## src/rtl/mem_access_ctrl.sv

```systemverilog
// Load/store controller between the CPU MEM stage and a word-wide data memory.
// Handles byte/halfword/word accesses, sub-word stores as read-modify-write.
module mem_access_ctrl #(
  parameter int ADDR_W = 32
) (
  input  logic              CLK,
  input  logic              RST_n,
  input  logic              req,
  input  logic              we,
  input  logic [1:0]        size,
  input  logic              sign_ext,
  input  logic [ADDR_W-1:0] addr,
  input  logic [31:0]       wdata,
  output logic              busy,
  output logic              done,
  output logic              err,
  output logic [31:0]       rdata,
  output logic [31:0]       DataAddr,
  output logic              MemRead,
  output logic              MemWrite,
  output logic [31:0]       writeData,
  input  logic [31:0]       readData
);

  localparam logic [1:0] S_IDLE = 2'd0;
  localparam logic [1:0] S_RD   = 2'd1;
  localparam logic [1:0] S_WR   = 2'd2;
  localparam logic [1:0] S_DONE = 2'd3;

  logic [1:0]        r_state;
  logic [1:0]        w_next;
  logic              r_mis;
  logic [ADDR_W-1:0] r_addr;
  logic [31:0]       r_rdata;
  logic              r_we;
  logic [1:0]        r_size;
  logic              r_sext;
  logic [31:0]       r_wdata;
  logic [31:0]       r_rword;
  logic              w_mis;
  logic              w_accept;
  logic [31:0]       w_daddr;

  function automatic logic misaligned(input logic [1:0] sz, input logic [1:0] off);
    case (sz)
      2'b00:   misaligned = 1'b0;
      2'b01:   misaligned = off[0];
      2'b10:   misaligned = (off != 2'b00);
      default: misaligned = 1'b1;
    endcase
  endfunction

  function automatic logic [31:0] load_extend(input logic [31:0] word, input logic [1:0] sz,
                                              input logic [1:0] off, input logic sext);
    logic [7:0]  b;
    logic [15:0] h;
    b = word[{off, 3'b000} +: 8];
    h = off[1] ? word[31:16] : word[15:0];
    case (sz)
      2'b00:   load_extend = sext ? {{24{b[7]}}, b} : {24'h0, b};
      2'b01:   load_extend = sext ? {{16{h[15]}}, h} : {16'h0, h};
      default: load_extend = word;
    endcase
  endfunction

  function automatic logic [31:0] store_merge(input logic [31:0] word, input logic [31:0] wd,
                                              input logic [1:0] sz, input logic [1:0] off);
    logic [31:0] m;
    m = word;
    case (sz)
      2'b00:   m[{off, 3'b000} +: 8] = wd[7:0];
      2'b01:   m[{off[1], 4'b0000} +: 16] = wd[15:0];
      default: m = wd;
    endcase
    store_merge = m;
  endfunction

  assign w_mis    = misaligned(size, addr[1:0]);
  assign w_accept = (r_state == S_IDLE) && req;

  always_comb begin
    w_next = r_state;
    case (r_state)
      S_IDLE: if (req) w_next = w_mis ? S_DONE : ((we && size == 2'b10) ? S_WR : S_RD);
      S_RD:   w_next = r_we ? S_WR : S_DONE;
      S_WR:   w_next = S_DONE;
      default: w_next = S_IDLE;
    endcase
  end

  // Control state and values that must read zero out of reset
  always_ff @(posedge CLK or negedge RST_n) begin
    if (!RST_n) begin
      r_state <= S_IDLE;
      r_mis   <= 1'b0;
      r_addr  <= '0;
      r_rdata <= '0;
    end else begin
      r_state <= w_next;
      if (w_accept) begin
        r_mis  <= w_mis;
        r_addr <= addr;
      end
      // Load result is extended as it is captured so it is valid alongside done
      if (r_state == S_RD && !r_we)
        r_rdata <= load_extend(readData, r_size, r_addr[1:0], r_sext);
    end
  end

  always_ff @(posedge CLK) begin
    if (w_accept) begin
      r_we    <= we;
      r_size  <= size;
      r_sext  <= sign_ext;
      r_wdata <= wdata;
    end
    if (r_state == S_RD) r_rword <= readData;
  end

  always_comb begin
    w_daddr = '0;
    w_daddr[ADDR_W-1:2] = r_addr[ADDR_W-1:2];
  end

  assign busy      = (r_state != S_IDLE);
  assign done      = (r_state == S_DONE);
  assign err       = (r_state == S_DONE) && r_mis;
  assign rdata     = r_rdata;
  assign DataAddr  = w_daddr;
  assign MemRead   = (r_state == S_RD);
  assign MemWrite  = (r_state == S_WR);
  assign writeData = (r_state == S_WR) ? store_merge(r_rword, r_wdata, r_size, r_addr[1:0]) : 32'h0;

endmodule
```

## config.mk

```make
export PLATFORM = sky130hd
export DESIGN_NAME = mem_access_ctrl
export DESIGN_NICKNAME = d
export VERILOG_FILES = /design/src/rtl/mem_access_ctrl.sv
export SDC_FILE = /design/constraint.sdc
export NUM_CORES = 1
export LEC_CHECK = 0
export BUFFER_PORTS_ARGS = -buffer_cell sky130_fd_sc_hd__buf_2
export CORE_MARGIN = 4
export CORE_UTILIZATION = 40
export CTS_BUF_LIST = sky130_fd_sc_hd__clkbuf_8 sky130_fd_sc_hd__clkbuf_16
export CTS_CLUSTER_SIZE = 40
export DETAILED_ROUTE_END_ITERATION = 10
export PLACE_DENSITY_LB_ADDON = 0.05
export SLEW_MARGIN = 0
export SYNTH_ARGS = -nofsm -noshare
export SYNTH_HDL_FRONTEND = slang
export SYNTH_SLANG_ARGS = --single-unit
```

## constraint.sdc

```tcl
create_clock -name CLK -period 2.2 [get_ports CLK]
set_input_delay 0.44 -clock CLK [delete_from_list [all_inputs] [get_ports CLK]]
set_output_delay 0.44 -clock CLK [all_outputs]
set_load 0.01 [all_outputs]
```

-- Word level (Yosys, flattened, before mapping)
Index checks and enable logic that the tools add are counted.
- input bits: 103
- ROM bits: 0
- memories: 0
- bits in latches: 0
- bits in writable memories: 0
- word-level logic and storage cells: 47
- register bits after elaboration: 135
- output and inout port bits: 101
- reductions and logical operators: 10
- shift-type cells: 5
- divide/modulo/power cells: 0
- add/subtract/negate cells: 2
- $mul: 0
- equality and inequality tests: 7
- $lt $le $gt $ge: 0
- bitwise logic cells: 0
- mux-type cells: 14
- operators by type and width (kind ; number):
    $pmux W32 S2 ; 2
    $mux W32 ; 3
    $bwmux W32 ; 2
    $shift A16 B7 Y32 const A ; 1
    $shift A8 B7 Y32 const A ; 1
    $shiftx A16 B7 Y32 ; 1
    $shiftx A32 B6 Y8 ; 1
    $shiftx A8 B7 Y32 ; 1
    $mux W16 ; 1
    $neg A5 Y7 ; 2
    $eq A2 B1 Y1 const B ; 3
    $eq A2 B2 Y1 const B ; 3
    $logic_not A2 Y1 ; 3
    $mux W2 ; 3
    $pmux W2 S3 ; 1
    $logic_and A1 B1 Y1 ; 4
    $reduce_bool A2 Y1 ; 2
    $pmux W1 S3 ; 1
    $ne A2 B2 Y1 const B ; 1
    $logic_not A1 Y1 ; 1
    $mux W1 ; 1

-- Longest topological paths before layout
Gate-level depths: netlist of run 1.
- depth after elaboration: 6
- mapped depth: 8

-- Worst setup path before layout of run 1
Ideal clock, no wire load.
- kind: reg2out
- from: register r_addr[0]
- to: output port writeData[0]
- arrival time: 2040 ps
- cell stages (with the launch flop): 7
- path slack: -280 ps
- path buffers: 1
- cell sequence: dfrtp_1 > clkbuf_1 > inv_1 > ha_1 > nor3_1 > a221oi_1 > nor3_1
- longest elaborated chain between the ends: 5
- elaborated cells between the ends (all ways): 6
- classes of those cells: add/sub: 1; shift: 2; mux: 3
- RTL lines (element ; line ; source):
    from (decl) ; 33 ; logic [ADDR_W-1:0] r_addr;
    from (signal assigned) ; 102 ; r_addr <= addr;
    $neg A5 Y7 * ; 71 ; 2'b00: m[{off, 3'b000} +: 8] = wd[7:0];
    $shiftx A8 B7 Y32 / $shift A8 B7 Y32 (equally long branches) ; 71 ;
    $bwmux W32 * ; 71 ;
    $pmux W32 S2 * ; 70 ; case (sz)
    $mux W32 * ; 132 ; assign writeData = (r_state == S_WR) ? store_merge(r_rword, r_wdata, r_size, r_addr[1:0]) : 32'h0;
    to (decl) ; 21 ; output logic [31:0] writeData,
Every way passes the cells marked *; elsewhere a longest branch is shown, timed or not.

-- Worst setup path in the final report of run 1
- from: register r_addr[1]
- to: output port writeData[14]
- longest elaborated chain between the ends: 5
- elaborated cells between the ends (all ways): 10
- classes of those cells: add/sub: 2; shift: 4; mux: 4
- RTL lines (element ; line ; source):
    $neg A5 Y7 (on tied branches) ; 72, 71 ;
    $shiftx A16 B7 Y32, or another cell as far along ; 72 ; 2'b01: m[{off[1], 4'b0000} +: 16] = wd[15:0];
    $bwmux W32 (on tied branches) ; 72, 71 ;
    $pmux W32 S2 * ; 70 ;
    $mux W32 * ; 132 ;
Marked as above.

==> results of run 1 <==
## state kept, by name, summed over array words and instances, names as in the netlist
signal / count
r_sext: 1
r_we: 1
r_addr: 32
r_size: 2
r_mis: 1
rdata: 32
r_wdata: 32
r_state: 2
r_rword: 32
## cell usage after synthesis, types with 9 or more instances
library cell / n / area (sq um)
a21oi_1: 61 / 305
a221oi_1: 9 / 78.8
a22oi_1: 20 / 150
buf_4: 33 / 248
clkbuf_1: 20 / 75.1
dfrtp_1: 67 / 1680
edfxtp_1: 68 / 2040
ha_1: 9 / 113
inv_1: 10 / 37.5
mux2_2: 37 / 417
mux2i_1: 20 / 200
nand2_1: 33 / 124
nor2_1: 35 / 131
nor2b_1: 28 / 175
nor3_1: 12 / 60.1
o21ai_0: 11 / 55.1
o22ai_1: 35 / 219
## cells by family (layout without fill, tap and decap cells)
group	Yosys count	after routing	synth area share, %
compound gates	164	164	16.3
fa+ha+maj	9	9	1.70
buf+inv	76	279	6.52
flops	135	135	56.0
mux	57	57	9.29
other cells	1	3	0.0565
simple gates	134	136	10.2
## per-stage QoR
stage	utilization, %	power, mW	TNS [ps]	instance area (sq um)	setup WS, ps
2_1_floorplan	-	7.51	0	6670	46.5
3_5_place_dp	48.5	9.06	0	7790	59.6
4_1_cts	53.8	12.5	-6290	8650	-245
5_1_grt	54.2	13.3	-8900	8700	-340
6_report	54.2	12.5	-5960	8710	-259
3_3_place_gp	48.5	8.93	0	7790	84.6
## worst max-delay path, delay by kind of cell, from the launching register on
family	cells	cell delay [ps]
and+or+nand+nor	1	300
DFF	1	410
AOI/OAI and AO/OA	2	310
adders and majority gates	1	120
buffers and inverters	4	470
## worst max-delay path by stage
stage / start / end / slack (ps) / cells past startpoint
floorplan: r_addr[1] / writeData[0] / 50 / 6
global route: r_addr[1] / writeData[14] / -340 / 8
global placement: r_addr[0] / writeData[26] / 80 / 6
finish: r_addr[1] / writeData[14] / -260 / 8
CTS: r_addr[1] / writeData[26] / -250 / 6
detailed placement: r_addr[0] / writeData[28] / 60 / 6
## power breakdown
group	switching, mW	internal, mW	total (mW)
logic	2.85	2.29	5.14
clock network	1.08	2.07	3.14
registers	0.556	3.69	4.25
## layout by cell type (no fill, tap or decap), drive strengths merged, types with 25 or more instances in the layout
cell,instances
nor2b,28
a21oi,61
clkbuf,25
nor2,35
nand2,33
edfxtp,68
dfrtp,67
buf,236
mux2,37
o22ai,35
## layer usage
layer | track usage, % | wire (microns) | up-vias
li1 | - | - | 2505
met1 | 27.7 | 8220 | 2644
met3 | 6.62 | 1850 | 35
met2 | 37.1 | 10200 | 285
met4 | 6.49 | 330 | 4
met5 | 0 | 21 | -
## what timing repair did
item | in CTS | in global routing
buffers inserted | 5 | 2
endpoints found under the setup margin | 32 | 41
endpoints found under the hold margin | 18 | 0
pin swaps | 14 | 8
hold buffers | 1 | 0
gates cloned | 2 | 0
resized for setup | 38 | 7
## area by class of cell
type                       count  area [sq um]  share of cell area (%)
sequential                   135          3720                    42.7
multi-input combinational    368          2630                    30.2
timing repair buffer         237          1370                    15.8
clock buffer                  25           581                    6.67
tap                          216           270                    3.10
clock inverter                 7          95.1                    1.09
inverter                      10          41.3                   0.474
antenna                        1          2.50                  0.0287
==> metrics list, run 1 <==
- Counting along the longest clock path gives a buffer depth of 2.
* Final worst-path setup slack: -259 ps
* RSZ-0062 raised after global routing: true
* Placer congestion estimate: 0.903
* Status: complete, but fails checks
- After synthesis the netlist holds a flip-flop and latch count of 135.
- The critical path goes through inv_2 > buf_4 > buf_6 > ha_4 > and4_4 > a21oi_1 > o22ai_1 > buf_2.
* Total wire length after detailed routing: 20.6 mm
* Number of levels the H-tree was split into: 4
- Synthesis produced a netlist whose cell count is 576.
- Along the worst path, the maximum fanout reaches 8.
- Clock-pin slew was measured on the worst setup and hold paths at 60 ps.
- Counting the buffers created by CTS gives 17.
- Initial antenna violation count: 2
- In the final routed layout, each cell accounts on average for 20.6 microns.
- Worst min-delay path startpoint: wdata[1]
- Reg2Reg Setup Slack: 270 ps
- Number of clock sinks: 135
- Share of final-layout standard cells stronger than drive strength 1: 44.4%
- Delay contributed by the slowest stage of the critical path: 410 ps
- Via/cell ratio: 5.48
* Slowest stage cell on the critical path: dfrtp_1
- Async set-reset flop share out of synthesis: 49.6%
- Arrival time at the worst endpoint: 2020 ps
- Final max-slew violation count: 0
- Clock tree from TritonCTS: done
- The die is 137 microns tall.
- The final reports fail on setup timing.
* Pwr/cell area: 1440 mW/mm^2
* Post-DP HPWL: 15.3 mm
- Initial Utilization: 41.3%
- Number of enable flip-flop cells after synthesis: 68
- Post-route insts no fill: 999
- A synthesized cell averages 11.5 sq um.
- Routed via count: 5473
- For this run, the detailed router's first-pass iteration total came to 5.
- Hold path depth: 1
- Hold timing on the final database bottoms out at a slack of 199 ps.
- For this run, the top clock speed supported by timing is 407 MHz.
- After synthesis the cells add up to 0.00664 sq mm.
- Worst supply voltage drop on vdd: 720 uV
* Number of cell instances on the worst register-to-register path: 7
- Entering global routing, the biggest net connects 48 pins.
* Die area: 0.0187 sq mm
* Number of top-level pins: 204
- In this run the tool buffered the top-level ports with 201 buffer cells.
- Among all flip-flop cells after synthesis, the most frequent one is edfxtp_1.
- For the pin with the worst max-slew slack, the measured transition is 707 ps.
- Number of warnings printed during yosys synthesis: 0
* Global-route total usage across every layer: 22.1%
- The worst register-to-register path ends at rdata[13].
- Rows: 46
- At the worst endpoint, the required time is 1760 ps.
- The worst setup path is of the register to primary output kind.
* Endpoint kind of the worst setup timing path: primary output
- Total instance count after detailed placement: 956
* Max Cap Viol: 0
- The count of nets left with antenna violations once routing finished came out at 0.
- Congestion Overflow GR: 0
* Period utilisation layout: 112%
- Measured along the x axis, the die boundary spans 137 microns.
- Setup violations remaining at the end of the flow were counted as 32.
- The detailed router finished its first iteration with 508 violations.
- Post-route DRC: 0
* Synth-to-layout area growth: 31.1%
* HP Class: input port to register
- Clock skew on the completed layout was measured at 8.80 ps.
* Number of fill cells in the layout: 1426
- The via count of the first global-routing pass came to 5605.
- Relative slew slack: 52.8%
- The core region is 0.0161 sq mm.
- In this run the critical register-to-register path is launched from r_state[1].
- The path with the worst hold slack has its endpoint at r_wdata[1].
* Wire length of the first global-routing pass: 31.3 mm
- STA classifies the critical path startpoint as a register.
- For this design the static power due to leakage is 3.76 nW.
* Clk root buf: clkbuf_16
- Clock period minus final worst setup slack: 2460 ps
- Fin nets: 881
- Clk Latency, worst-skew pair: 420 ps
* Sequential element share of the synthesized area: 56.0%
- The netlist uses 45 different library cells.
- Final hold violation count: 0
(Power assumes the default switching activity.)
==> inputs of run 2 (changes only) <==
--- a/config.mk
+++ b/config.mk
@@ -6,8 +6,10 @@
 export NUM_CORES = 1
 export LEC_CHECK = 0
 export BUFFER_PORTS_ARGS = -buffer_cell sky130_fd_sc_hd__buf_2
+export CELL_PAD_IN_SITES_DETAIL_PLACEMENT = 1
+export CELL_PAD_IN_SITES_GLOBAL_PLACEMENT = 2
 export CORE_MARGIN = 4
-export CORE_UTILIZATION = 40
+export CORE_UTILIZATION = 29
 export CTS_BUF_LIST = sky130_fd_sc_hd__clkbuf_8 sky130_fd_sc_hd__clkbuf_16
 export CTS_CLUSTER_SIZE = 40
 export DETAILED_ROUTE_END_ITERATION = 10
==> metrics list, run 2 (same netlist as run 1, synthesis figures left out) <==
* Status: complete, but fails checks (unchanged)
- Failing checks: setup timing (unchanged).
- Via/cell ratio: 5.01 (was 5.48)
* Clk_skew: 11.0 ps (was 8.80 ps)
- The global-route wire length before repair is 35.7 mm (was 31.3 mm).
* Worst reg2reg startpoint: r_state[1] (unchanged)
- The number of pins with negative max-slew slack in the final report came to 0 (unchanged).
- Routed via count: 5393 (was 5473)
* First-pass iteration count of the detailed router: 4 (was 5)
- X dimension of the die: 159 microns (was 137 microns)
* Congestion Overflow GR: 0 (unchanged)
- The half-perimeter wire length of the detailed placement result was 17.3 mm (was 15.3 mm).
- CP Data Required Time: 1760 ps (about the same)
- The slew at the pin with the worst max-slew slack was 751 ps (was 707 ps).
- Highest Clock Rate: 398 MHz (was 407 MHz)
* Most common cell after layout, fill and taps aside: buf_2 (unchanged)
- Core region area: 0.0226 sq mm (was 0.0161 sq mm)
- Switching pwr: 4.74 mW (was 4.48 mW)
- Clock period minus final worst setup slack: 2510 ps (was 2460 ps)
* RSZ-0062 raised after global routing: true (unchanged)
- Worst r2r dst: rdata[11] (was rdata[13])
- Clk Latency, worst-skew pair: 420 ps (about the same)
- Final hold violation count: 0 (unchanged)
- CTS Hold Bufs: 0 (was 1)
- The kind of critical path is register to primary output (unchanged).
- Final core utilization: 39.9% (was 54.2%)
- Clock tree from TritonCTS: done (unchanged)
* Number of fill cells in the layout: 2503 (was 1426)
- The DRC violation count after routing was 0 (unchanged).
- The areal power density over the cells was 1430 mW/mm^2 (was 1440 mW/mm^2).
- Comb pwr share: 42.0% (was 41.0%)
* Routed wire per std cell: 22.0 microns (was 20.6 microns)
* Switching power as a share of total power: 36.9% (was 35.8%)
- Final worst-path setup slack: -312 ps (was -259 ps)
- Share of power burned in registers: 33.4% (was 33.9%)
- Int Pwr: 8.09 mW (was 8.05 mW)
- Period utilisation layout: 114% (was 112%)
- Initial antenna violation count: 3 (was 2)
- Clk root buf: clkbuf_16 (unchanged)
* Initial drt markers: 184 (was 508)
- The count of buffers inserted at the top-level ports came to 201 (unchanged).
- Fin nets: 889 (was 881)
* CTS buffer count: 17 (unchanged)
- CTS max path bufs: 2 (unchanged)
- Placer congestion estimate: 0.821 (was 0.903)
- The internal reg-to-reg setup slack is 250 ps (was 270 ps).
* Global-route total usage across every layer: 18.3% (was 22.1%)
- The vertical extent of the die was 159 microns (was 137 microns).
- Number of global-route vias before repair: 5837 (was 5605)
- Static Leak: 3.86 nW (was 3.76 nW)
* Post-placement cell area: 0.00796 sq mm (was 0.00779 sq mm)
- The critical path launch point type is a register (unchanged).
- The cell row count came to 55 (was 46).
- The die area is 0.0254 sq mm (was 0.0187 sq mm).
* Largest net degree at the start of global routing: 68 (was 48)
- Relative slew slack: 49.9% (was 52.8%)
- The critical path data arrival time is 2070 ps (was 2020 ps).
- Worst supply voltage drop on vdd: 513 uV (was 720 uV)
* Post-Layout Inst Area: 0.00900 sq mm (was 0.00871 sq mm)
- Share of final-layout standard cells stronger than drive strength 1: 46.6% (was 44.4%)
- HP Class: input port to asynchronous set/reset pin (was input port to register)
* Number of top-level pins: 204 (unchanged)
* Number of clock sinks: 135 (unchanged)
* Most used cells in the layout excluding fill and tap cells: 201 x buf_2, 68 x edfxtp_1, 67 x dfrtp_1, 52 x a21oi_1, 37 x mux2_2 (was 201 x buf_2, 68 x edfxtp_1, 67 x dfrtp_1, 55 x a21oi_1, 37 x mux2_2)
* Initial Utilization: 29.4% (was 41.3%)
* Synth-to-layout area growth: 35.5% (was 31.1%)
* Number of cell instances on the worst register-to-register path: 8 (was 7)
* Number of levels the H-tree was split into: 4 (unchanged)
* Number of antenna-violating nets in the routed design: 0 (unchanged)
- Endpoints failing setup: 32 (unchanged)
* Power share of the clock group: 24.6% (was 25.1%)
- Endpoint kind of the worst setup timing path: primary output (unchanged)
* Critical path peak fanout: 8 (unchanged)
- CTS clk-pin slew, worst paths: 70 ps (was 60 ps)
* Max Cap Viol: 0 (unchanged)
* Total wire length after detailed routing: 23.7 mm (was 20.6 mm)
[run 2: per-layer routing]
| layer | routed length, microns | GRT usage (%) | vias up |
|---|---|---|---|
| li1 | - | - | 2518 |
| met1 | 10200 | 23.3 | 2683 |
| met2 | 11800 | 30.8 | 172 |
| met3 | 1440 | 5.88 | 16 |
| met4 | 234 | 3.91 | 4 |
| met5 | 34 | 0 | - |
[run 2: metrics by stage]
stage          setup slack (ps)  total power, mW  std cells  hold WS, ps  setup TNS [ps]
2_1_floorplan              46.5             7.51        577          144               0
3_3_place_gp               71.2             9.17       1034          464               0
3_5_place_dp               19.0             9.31       1034          466               0
4_1_cts                    -268             12.8       1073         44.5           -7470
5_1_grt                    -395             13.7       1076         41.3          -11040
6_report                   -312             12.8       1076         25.5           -7550
[run 2: worst max-delay path by stage]
stage,start,endpoint,slack [ps],cells past startpoint
2_1_floorplan,r_addr[1],writeData[0],50,6
3_3_place_gp,r_size[1],rdata[24],70,4
3_5_place_dp,r_size[1],rdata[29],20,4
4_1_cts,r_addr[1],writeData[2],-270,8
5_1_grt,r_addr[1],writeData[5],-390,8
6_report,r_addr[1],writeData[15],-310,7
[run 2: final cells by class]
cell class | count | area, sq um | share of cell area, %
Multi-Input combinational cell | 366 | 2710 | 30.1
Antenna cell | 1 | 2.50 | 0.0278
Timing Repair Buffer | 247 | 1510 | 16.8
Inverter | 10 | 41.3 | 0.459
Sequential cell | 135 | 3720 | 41.3
Tap cell | 285 | 357 | 3.96
Clock inverter | 10 | 120 | 1.34
Clock buffer | 22 | 539 | 5.99
[run 2: power by group through the flow]
| stage | Sequential (mW) | Combinational (mW) | Clock [mW] |
|---|---|---|---|
| after floorplan | 4.25 | 3.26 | 0 |
| after global placement | 4.26 | 4.91 | 0 |
| after CTS | 4.28 | 5.27 | 3.23 |
| after detailed placement | 4.30 | 5.01 | 0 |
| after global routing | 4.39 | 5.90 | 3.36 |
| final | 4.28 | 5.39 | 3.16 |
[run 2: timing repair]
action	4_1_cts	5_1_grt
hold endpoints to repair	0	0
cloned	1	1
resized for setup	39	22
pin swaps	16	17
setup buffers	6	2
setup endpoints to repair	33	49
[run 2: worst max-delay path, cell delays in order, from the launching register on]
cell,delay [ps]
dfrtp_1,420
inv_2,130
buf_4,140
ha_2,170
and4_4,280
a21oi_1,80
o22ai_1,250
buf_2,190
==> inputs of run 3 (changes only) <==
--- a/config.mk
+++ b/config.mk
@@ -9,9 +9,9 @@
 export CELL_PAD_IN_SITES_DETAIL_PLACEMENT = 1
 export CELL_PAD_IN_SITES_GLOBAL_PLACEMENT = 2
 export CORE_MARGIN = 4
-export CORE_UTILIZATION = 29
+export CORE_UTILIZATION = 32
 export CTS_BUF_LIST = sky130_fd_sc_hd__clkbuf_8 sky130_fd_sc_hd__clkbuf_16
-export CTS_CLUSTER_SIZE = 40
+export CTS_CLUSTER_SIZE = 30
 export DETAILED_ROUTE_END_ITERATION = 10
 export PLACE_DENSITY_LB_ADDON = 0.05
 export SLEW_MARGIN = 0
==> constraint.sdc (replaced) <==
create_clock -name CLK -period 2.6 [get_ports CLK]
set_input_delay 0.52 -clock CLK [delete_from_list [all_inputs] [get_ports CLK]]
set_output_delay 0.52 -clock CLK [all_outputs]
set_load 0.01 [all_outputs]
==> metrics list, run 3 (same netlist as run 1, synthesis figures left out) <==
* Status: complete, but fails checks (unchanged)
* Failing checks: setup timing (unchanged)
- The total number of clock tree sinks came to 135 (unchanged).
* Final worst-path setup slack: -27.1 ps (was -312 ps)
* Rows: 52 (was 55)
* CTS buffer count: 17 (unchanged)
- The post-detailed-route via-to-cell ratio came to 5.15 (was 5.01).
* Routed via count: 5405 (was 5393)
- Reg2Reg Setup Slack: 490 ps (was 250 ps)
- The global routing usage summed across all routing layers was 19.5% (was 18.3%).
* Worst supply voltage drop on vdd: 451 uV (was 513 uV)
* Post-DP HPWL: 17.1 mm (was 17.3 mm)
- The clock tree from TritonCTS was done (unchanged).
- Endpoints failing setup: 1 (was 32)
- HP Class: input port to asynchronous set/reset pin (unchanged)
- Pwr/cell area: 1200 mW/mm^2 (was 1430 mW/mm^2)
* Setup TNS: -27.1 ps (was -7550 ps)
- Most common cell after layout, fill and taps aside: buf_2 (unchanged)
* Clk root buf: clkbuf_16 (unchanged)
- The source of the critical timing path is r_addr[1] (unchanged).
- Most used cells in the layout excluding fill and tap cells: 201 x buf_2, 68 x edfxtp_1, 67 x dfrtp_1, 50 x a21oi_1, 37 x mux2_2 (was 201 x buf_2, 68 x edfxtp_1, 67 x dfrtp_1, 52 x a21oi_1, 37 x mux2_2)
* Number of global-route vias before repair: 5848 (was 5837)
- The number of search-and-repair iterations in the first detailed-routing pass came to 5 (was 4).
- Number of antenna-violating nets in the routed design: 0 (unchanged)
- The worst hold margin came to 99.7 ps (was 25.5 ps).
- The standard cell core area came to 0.0203 sq mm (was 0.0226 sq mm).
- The pin count of the biggest net entering global routing was 43 (was 68).
- The initial antenna violation count was 2 (was 3).
- The clock skew was 10.7 ps (was 11.0 ps).
- Placer congestion estimate: 0.863 (was 0.821)
- Arrival time at the worst endpoint: 2110 ps (was 2070 ps)
* RSZ-0062 raised after global routing: true (unchanged)
- The clock latency reported for the late side of the worst-skew pair was 430 ps (was 420 ps).
* Worst reg2reg startpoint: r_size[1] (was r_state[1])
* Initial Utilization: 32.7% (was 29.4%)
- The post-layout instance area came to 0.00860 sq mm (was 0.00900 sq mm).
- The kind of critical path is register to primary output (unchanged).
- The cell area after placement is 0.00779 sq mm (was 0.00796 sq mm).
- Number of levels the H-tree was split into: 4 (unchanged)
- The remaining max-slew budget at the tightest pin came to 45.3% (was 49.9%).
- Clock period minus final worst setup slack: 2630 ps
* CTS max path bufs: 2 (unchanged)
* Die area: 0.0231 sq mm (was 0.0254 sq mm)
* Transition time at the pin with the least slew margin: 818 ps (was 751 ps)
- The final routed wire length divided by cell count is 22.3 microns (was 22.0 microns).
- Synth-to-layout area growth: 29.5% (was 35.5%)
* Initial drt markers: 263 (was 184)
- In the finished design, the share of the clock period the worst path needs comes to 101%.
- The clock input transition at the sequential cells of the worst setup and hold paths was 70 ps (about the same).
* Share of final-layout standard cells stronger than drive strength 1: 44.9% (was 46.6%)
* Total wire length after detailed routing: 23.4 mm (was 23.7 mm)
- The max capacitance violation total came to 0 (unchanged).
- The count of buffers inserted at the top-level ports is 201 (unchanged).
- The required arrival time at the worst endpoint is 2080 ps (was 1760 ps).
- The total global routing overflow was 0 (unchanged).
* Number of fill cells in the layout: 2303 (was 2503)
* Post-route DRC: 0 (unchanged)
* Final hold violation count: 0 (unchanged)
* Worst r2r dst: rdata[20] (was rdata[11])
* Kind of start point of the critical path: register (unchanged)
- The global-route wire length before repair came to 34.9 mm (was 35.7 mm).
* Number of cell instances on the worst register-to-register path: 5 (was 8)
- Fin nets: 877 (was 889)
- The x dimension of the die came to 152 microns (was 159 microns).
* Endpoint kind of the worst setup timing path: primary output (unchanged)
- Static Leak: 3.66 nW (was 3.86 nW)
* Die boundary height: 152 microns (was 159 microns)
- The total I/O pin count came to 204 (unchanged).
* CTS Hold Bufs: 0 (unchanged)
* Highest Clock Rate: 381 MHz
- The largest fanout on the critical path was 8 (unchanged).
- The number of pins with negative max-slew slack in the final report came to 0 (unchanged).
-- run 3: worst max path at each step --
stage,endpoint,slack [ps],cells past startpoint
2_1_floorplan,writeData[0],40,6
5_1_grt,writeData[3],-110,8
3_3_place_gp,writeData[5],360,7
6_report,writeData[28],-30,7
4_1_cts,writeData[16],-10,7
3_5_place_dp,writeData[4],320,7
-- run 3: layout make-up --
class | instances | area, sq um | area share (%)
inverter | 10 | 37.5 | 0.437
multi-input combinational | 368 | 2660 | 30.9
antenna | 1 | 2.50 | 0.0291
sequential | 135 | 3720 | 43.3
tap | 270 | 338 | 3.93
timing repair buffer | 233 | 1280 | 14.9
clock inverter | 14 | 111 | 1.30
clock buffer | 18 | 450 | 5.24
-- run 3: power breakdown --
part / internal, mW / switching (mW)
combinational: 1.88 / 2.49
clock: 1.30 / 1.04
sequential: 3.12 / 0.483
-- run 3: per-layer routing --
metal / up-vias / global-route usage, % / wire [microns]
li1: 2490 / - / -
met1: 2677 / 24.9 / 9850
met2: 207 / 32.6 / 11600
met3: 27 / 5.40 / 1580
met4: 4 / 5.48 / 310
met5: - / 0 / 27
-- run 3: worst max-delay path, cell delays in order (launching register included) --
cell and delay (ps):
dfrtp_1 410, inv_2 130, ha_4 230, and4b_4 400, buf_6 120, a21oi_2 40
o22ai_1 180, buf_2 160
-- run 3: timing repair --
| item | in CTS | in global routing |
|---|---|---|
| pin swaps | 4 | 32 |
| setup buffers | 1 | 6 |
| endpoints found under the setup margin | 30 | 31 |
| resized for setup | 13 | 35 |
| gates cloned | 0 | 2 |
-- run 3: per-stage QoR --
| step | setup WS (ps) | util (%) | total power, mW | cells |
|---|---|---|---|---|
| global route | -111 | 42.3 | 11.0 | 1048 |
| global placement | 365 | 38.4 | 7.58 | 1007 |
| CTS | -10.3 | 41.4 | 10.2 | 1040 |
| floorplan | 40.0 | - | 6.32 | 577 |
| detailed placement | 321 | 38.4 | 7.71 | 1007 |
| finish | -27.1 | 42.3 | 10.3 | 1049 |
